[src/rtl/fpga_picobello_pkg.sv]
// Shared AXI4 host-port payload types, default limits and isolation state enum
// for the FPGA-to-picobello host isolation gate.
package fpga_picobello_pkg;

    localparam int unsigned AxiAddrWidth = 32;
    localparam int unsigned AxiDataWidth = 32;
    localparam int unsigned AxiStrbWidth = AxiDataWidth / 8;
    localparam int unsigned AxiIdWidth   = 4;

    localparam int unsigned FpgaMaxWrTxns = 8;
    localparam int unsigned FpgaMaxRdTxns = 8;

    typedef struct packed {
        logic [AxiIdWidth-1:0]   id;
        logic [AxiAddrWidth-1:0] addr;
        logic [7:0]              len;
        logic [2:0]              size;
        logic [1:0]              burst;
    } axi_host_ax_t;

    typedef struct packed {
        logic [AxiDataWidth-1:0] data;
        logic [AxiStrbWidth-1:0] strb;
        logic                    last;
    } axi_host_w_t;

    typedef struct packed {
        logic [AxiIdWidth-1:0] id;
        logic [1:0]            resp;
    } axi_host_b_t;

    typedef struct packed {
        logic [AxiIdWidth-1:0]   id;
        logic [AxiDataWidth-1:0] data;
        logic [1:0]              resp;
        logic                    last;
    } axi_host_r_t;

    typedef struct packed {
        axi_host_ax_t aw;
        logic         aw_valid;
        axi_host_w_t  w;
        logic         w_valid;
        logic         b_ready;
        axi_host_ax_t ar;
        logic         ar_valid;
        logic         r_ready;
    } axi_host_req_t;

    typedef struct packed {
        logic        aw_ready;
        logic        w_ready;
        axi_host_b_t b;
        logic        b_valid;
        logic        ar_ready;
        axi_host_r_t r;
        logic        r_valid;
    } axi_host_rsp_t;

    typedef enum logic [1:0] {
        NORMAL   = 2'd0,
        DRAIN    = 2'd1,
        ISOLATED = 2'd2
    } isolate_state_e;

endpackage

[src/rtl/fpga_axi_txn_counter.sv]
// Saturating outstanding-transaction counter with a limit-reached flag.
module fpga_axi_txn_counter #(
    parameter int unsigned MaxTxns  = 8,
    parameter int unsigned CntWidth = $clog2(MaxTxns + 1)
) (
    input  logic                clk_i,
    input  logic                rst_i,
    input  logic                inc_i,
    input  logic                dec_i,
    output logic [CntWidth-1:0] count_o,
    output logic                full_c
);

    logic [CntWidth-1:0] count_q;

    // Simultaneous inc/dec cancel; both ends saturate.
    always_ff @(posedge clk_i) begin
        if (rst_i) begin
            count_q <= '0;
        end else if (inc_i && !dec_i && (count_q != CntWidth'(MaxTxns))) begin
            count_q <= count_q + CntWidth'(1);
        end else if (dec_i && !inc_i && (count_q != '0)) begin
            count_q <= count_q - CntWidth'(1);
        end
    end

    // A response with nothing outstanding is a downstream protocol error.
    always_ff @(posedge clk_i) begin
        if (!rst_i && dec_i && !inc_i) begin
            assert (count_q != '0)
            else $error("fpga_axi_txn_counter: response with no outstanding transaction");
        end
    end

    assign count_o = count_q;
    assign full_c  = (count_q == CntWidth'(MaxTxns));

endmodule

[src/rtl/fpga_axi_host_isolate.sv]
// AXI4 isolation gate between the FPGA host port and the picobello SoC: limits
// outstanding AW/AR, and on request drains in-flight traffic then reports isolation.
module fpga_axi_host_isolate
    import fpga_picobello_pkg::*;
#(
    parameter int unsigned MaxWrTxns     = FpgaMaxWrTxns,
    parameter int unsigned MaxRdTxns     = FpgaMaxRdTxns,
    parameter int unsigned TimeoutCycles = 1024,
    parameter type         axi_req_t     = axi_host_req_t,
    parameter type         axi_rsp_t     = axi_host_rsp_t
) (
    input  logic                               clk_i,
    input  logic                               rst_i,
    input  logic                               isolate_i,
    output logic                               isolated_o,
    output logic                               timeout_o,
    output logic [$clog2(MaxWrTxns + 1)-1:0]   wr_outstanding_o,
    output logic [$clog2(MaxRdTxns + 1)-1:0]   rd_outstanding_o,
    input  axi_req_t                           slv_req_i,
    output axi_rsp_t                           slv_rsp_o,
    output axi_req_t                           mst_req_o,
    input  axi_rsp_t                           mst_rsp_i
);

    localparam int unsigned WrCntWidth = $clog2(MaxWrTxns + 1);
    localparam int unsigned RdCntWidth = $clog2(MaxRdTxns + 1);
    localparam int unsigned TmrWidth   = $clog2(TimeoutCycles + 1);

    isolate_state_e      state_q, state_d;
    logic                aw_held_q, ar_held_q;
    logic [TmrWidth-1:0] timer_q, timer_d;
    logic                timeout_q, timeout_d;
    logic                isolated_q;

    logic                  wr_full, rd_full;
    logic [WrCntWidth-1:0] wr_count;
    logic [RdCntWidth-1:0] rd_count;
    logic                  aw_open, ar_open;
    logic                  mst_aw_valid, mst_ar_valid;
    logic                  aw_hs, ar_hs, b_hs, r_last_hs;
    logic                  drained;

    // A held request keeps its gate open so a presented valid is never withdrawn.
    assign aw_open = aw_held_q || ((state_q == NORMAL) && !wr_full);
    assign ar_open = ar_held_q || ((state_q == NORMAL) && !rd_full);

    assign mst_aw_valid = slv_req_i.aw_valid && aw_open;
    assign mst_ar_valid = slv_req_i.ar_valid && ar_open;

    assign aw_hs     = mst_aw_valid && mst_rsp_i.aw_ready;
    assign ar_hs     = mst_ar_valid && mst_rsp_i.ar_ready;
    assign b_hs      = mst_rsp_i.b_valid && slv_req_i.b_ready;
    assign r_last_hs = mst_rsp_i.r_valid && slv_req_i.r_ready && mst_rsp_i.r.last;

    always_comb begin
        mst_req_o          = slv_req_i;
        mst_req_o.aw_valid = mst_aw_valid;
        mst_req_o.ar_valid = mst_ar_valid;
        slv_rsp_o          = mst_rsp_i;
        slv_rsp_o.aw_ready = mst_rsp_i.aw_ready && aw_open;
        slv_rsp_o.ar_ready = mst_rsp_i.ar_ready && ar_open;
    end

    fpga_axi_txn_counter #(
        .MaxTxns  (MaxWrTxns),
        .CntWidth (WrCntWidth)
    ) i_wr_counter (
        .clk_i   (clk_i),
        .rst_i   (rst_i),
        .inc_i   (aw_hs),
        .dec_i   (b_hs),
        .count_o (wr_count),
        .full_c  (wr_full)
    );

    fpga_axi_txn_counter #(
        .MaxTxns  (MaxRdTxns),
        .CntWidth (RdCntWidth)
    ) i_rd_counter (
        .clk_i   (clk_i),
        .rst_i   (rst_i),
        .inc_i   (ar_hs),
        .dec_i   (r_last_hs),
        .count_o (rd_count),
        .full_c  (rd_full)
    );

    assign drained = (wr_count == '0) && (rd_count == '0) && !aw_held_q && !ar_held_q;

    // Next state plus drain timer; the timer only runs while staying in DRAIN.
    always_comb begin
        state_d   = state_q;
        timer_d   = '0;
        timeout_d = 1'b0;
        case (state_q)
            NORMAL: begin
                if (isolate_i) state_d = DRAIN;
            end
            DRAIN: begin
                if (!isolate_i) begin
                    state_d = NORMAL;
                end else if (drained) begin
                    state_d = ISOLATED;
                end else begin
                    timer_d   = (timer_q == TmrWidth'(TimeoutCycles)) ? timer_q
                                                                      : timer_q + TmrWidth'(1);
                    timeout_d = timeout_q || (timer_d == TmrWidth'(TimeoutCycles));
                end
            end
            ISOLATED: begin
                if (!isolate_i) state_d = NORMAL;
            end
            default: state_d = NORMAL;
        endcase
    end

    always_ff @(posedge clk_i) begin
        if (rst_i) begin
            state_q    <= NORMAL;
            timer_q    <= '0;
            timeout_q  <= 1'b0;
            isolated_q <= 1'b0;
            aw_held_q  <= 1'b0;
            ar_held_q  <= 1'b0;
        end else begin
            state_q    <= state_d;
            timer_q    <= timer_d;
            timeout_q  <= timeout_d;
            isolated_q <= (state_d == ISOLATED);
            if (aw_hs) aw_held_q <= 1'b0;
            else if (mst_aw_valid) aw_held_q <= 1'b1;
            if (ar_hs) ar_held_q <= 1'b0;
            else if (mst_ar_valid) ar_held_q <= 1'b1;
        end
    end

    assign isolated_o       = isolated_q;
    assign timeout_o        = timeout_q;
    assign wr_outstanding_o = wr_count;
    assign rd_outstanding_o = rd_count;

endmodule

[config.mk]
export PLATFORM = sky130hd
export DESIGN_NAME = fpga_axi_host_isolate
export DESIGN_NICKNAME = d
export VERILOG_FILES = /design/src/rtl/fpga_picobello_pkg.sv /design/src/rtl/fpga_axi_txn_counter.sv /design/src/rtl/fpga_axi_host_isolate.sv
export SDC_FILE = /design/constraint.sdc
export NUM_CORES = 1
export LEC_CHECK = 0
export BUFFER_PORTS_ARGS = -buffer_cell sky130_fd_sc_hd__buf_2
export CORE_AREA = 2 2 154 156
export CTS_CLUSTER_SIZE = 28
export DETAILED_ROUTE_END_ITERATION = 8
export DIE_AREA = 0 0 156 158
export PLACE_DENSITY_LB_ADDON = 0.3
export SLEW_MARGIN = 20
export SYNTH_ARGS = -nofsm -noshare
export SYNTH_HDL_FRONTEND = slang
export SYNTH_SLANG_ARGS = --single-unit
[constraint.sdc]
create_clock -name clk_i -period 4.7 [get_ports clk_i]
set_input_delay 0.705 -clock clk_i [delete_from_list [all_inputs] [get_ports clk_i]]
set_output_delay 0.705 -clock clk_i [all_outputs]
set_load 0.05 [all_outputs]
==> summary.txt <==
Die
  – Die Y: 158 um
  – Top-level port count: 393
  – Std cell rows: 56
  – Core ar.: 23100 um2
  – Die Area: 24600 um2
  – Die W: 156 um
  – Initial Util: 12.8%

Placement
  – Placer Congestion: 0.787
  – Final HPWL DP: 5.33 mm
  – Port bufs: 30
  – Pre-CTS WS: 1.88 ns
  – Placed insts: 495

Clock network
  – CTS tree: done
  – CTS resizes: 0
  – H-tree Lvls: 1
  – Root buf cell: clkbuf_16
  – TritonCTS Buffers: 3
  – Sink Count: 25
  – Post-CTS setup repair buffer count: 0
  – Longest Clk Path Bufs: 2
  – Clk pin slew, worst setup/hold paths: 0.07 ns
  – Latest clock arrival within the worst-skew pair: 0.26 ns
  – Cts hold-fix bufs: 0

Power and ir drop
  – Pwr Density: 333 nW/um2
  – Internal: 0.427 mW
  – Psw: 0.280 mW
  – Switching share of power: 39.6%
  – Sequential Power Share: 36.7%
  – Clock share of power: 27.5%
  – Combinational fraction of design power: 35.8%
  – LEAKAGE: 0.736 nW
  – Peak VDD IR: 0.000125 V
  – Total power: 0.707 mW

STA
  – Setup TNS: 0 ns
  – Fin. max-slew vios: 0
  – Worst Skew: 0.00356 ns
  – Max-Slew Margin vs Limit: 56.0%
  – RSZ-0062 raised after global routing: no
  – Min Clock Period, post-route: 2.87 ns
  – Final Cycle Share: 61.1%
  – Worst Tran Pin Value: 0.658 ns
  – Max Freq: 348 MHz
  – Setup WS post-layout: 1.83 ns
  – Fin. Hold Viols: 0
  – Finish-stage setup viols: 0

Finish
  – # diodes: 0
  – Final net count: 411
  – Fin cells: 499
  – Layout area overhead: -28.3%
  – Fraction of layout cells with a size suffix above 1: 20.1%

Synthesis
  – Asr flop ratio synth: 0%
  – Post-synth EDFFs: 0
  – Cell variety after synth: 45
  – Top_reg_cell synth: dfxtp_1
  – Register area share after synthesis: 16.9%
  – Syn_nets: 569
  – Cells after synthesis: 368
  – Cell area after synthesis: 2960 um2
  – Synth area leaders: buf_4 (48%), dfxtp_1 (17%), nor2_1 (2.7%)
  – Mean post-synth cell area: 8.05 um2
  – Ys Warns: 0
  – FF+latch count, synth: 25
  – Area leader, netlist: buf_4
  – Top cell type's share of synthesized area: 47.7%

GRT
  – GRT overflow: 0
  – Tot GR Track Use: 5.30%
  – Antenna violations before repair: 0
  – Wire length of the first global-routing pass: 9.92 mm
  – Vias in the first global route: 1665
  – Largest net degree at the start of global routing: 15

Min path
  – Worst hold path type: reg2reg
  – Hold Path Origin: timeout_o$_SDFF_PP0_
  – Hold path depth: 2

Worst setup path
  – Crit path max fanout: 9
  – RR Startpoint: state_q[1]$_SDFF_PP0_
  – Kind of critical path: reg2reg
  – CP Launch Type: flip-flop
  – Crit path required time: 4.89 ns
  – Worst setup startpoint: state_q[1]$_SDFF_PP0_
  – Worst EP arrival: 3.06 ns
  – R2R depth: 10
  – Endpoint class of the critical path: flip-flop

Run
  – Max-cap violations: 0

Route
  – DRC Markers: 0
  – Via count: 1617
  – Final WL: 6.68 mm
  – Pre-antenna DRT Iters: 4
  – DR WL/cell: 13.4 um
  – First DRT Iteration DRCs: 35
  – Routed Antenna Nets: 0
  – Drt via density: 3.24

Run status
  – Outcome: completed
[power by group through the flow]
stage	clock network, mW	registers [mW]	logic, mW
6_report	0.194	0.260	0.253
2_1_floorplan	0	0.302	0.570
3_3_place_gp	0	0.263	0.255
5_1_grt	0.212	0.267	0.278
4_1_cts	0.202	0.260	0.257
3_5_place_dp	0	0.265	0.255
[final cells by class]
cell class / instances / area, um2
clock buffers: 3 / 75.1
clock inverters: 1 / 5.00
fillers: 2658 / 20900
inverters: 3 / 11.3
multi-input cells: 147 / 1020
flip-flops and latches: 25 / 500
well taps: 290 / 363
repair buffers: 30 / 150
[logic make-up after synthesis]
family / synth area share [%]
flops: 16.9
xor+xnor: 4.44
fa+ha+maj: 3.89
mux: 1.35
buf+inv: 48.7
simple gates: 16.2
compound gates: 8.53
[per-stage QoR]
step           hold slack, ns  utilization, %  instance area (um2)
6_report                0.491            9.21                 2120
5_1_grt                 0.519            9.21                 2120
4_1_cts                 0.495            9.21                 2120
3_5_place_dp            0.484            8.86                 2040
3_3_place_gp            0.486            8.86                 2040
2_1_floorplan           0.482               -                 2960
[cells in the final DEF (no fill, tap or decap), drive strengths merged, types with 2 or more instances in the layout]
cell / count
a211oi: 2
a21o: 5
a21oi: 12
and2: 7
and3: 4
buf: 30
clkbuf: 3
dfxtp: 25
fa: 2
ha: 6
inv: 3
mux2i: 4
nand2: 9
nand2b: 2
nand3: 5
nand4: 5
nor2: 21
nor2b: 4
nor3: 8
o21a: 2
o21ai: 6
o221ai: 3
or3: 4
or4: 4
or4b: 3
xnor2: 6
xor2: 9
[registers in the layout (all words and copies together), names as in the netlist]
register	count
timer_q	11
i_rd_counter.count_o	4
i_wr_counter.count_o	4
state_q	2
ar_held_q	1
aw_held_q	1
isolated_o	1
timeout_o	1
[final timing paths]
| check | slack [ns] | endpoint |
|---|---|---|
| max | 1.83 | i_wr_counter.count_o[3]$_SDFFE_PP0P_ |
| min | 0.49 | timeout_o$_SDFF_PP0_ |
| max reg2reg | 1.83 | i_wr_counter.count_o[3]$_SDFFE_PP0P_ |
| min reg2reg | 0.49 | timeout_o$_SDFF_PP0_ |
[synth_stat cells (all sizes together), types with 4 or more instances]
| cell | count |
|---|---|
| dfxtp | 25 |
| xor2 | 9 |
| nand3 | 5 |
| buf | 189 |
| nor3 | 8 |
| nor2b | 4 |
| o21ai | 6 |
| or4 | 4 |
| xnor2 | 6 |
| ha | 6 |
| a21o | 5 |
| mux2i | 4 |
| or3 | 4 |
| nand4 | 5 |
| a21oi | 12 |
| nor2 | 21 |
| and2 | 7 |
| clkbuf | 4 |
| and3 | 4 |
| nand2 | 9 |
[per-layer routing]
metal	vias to the layer above	track usage [%]	part of all wire, %
li1	716	-	-
met1	698	5.13	35
met2	149	6.78	40
met3	54	4.90	19
met4	0	4.46	6.1
met5	-	0	0
[worst max-delay path, cell delays in order, from the launching register on]
cell and delay, ns:
dfxtp_1 0.35, nor2_1 0.52, a21oi_1 0.30, nor3_1 0.26, nand2_1 0.14, ha_1 0.30
a21o_1 0.11, a21oi_1 0.11, or4_1 0.42, a21o_1 0.19, a21oi_1 0.11
No activity file was read; power rests on OpenSTA's default activity.
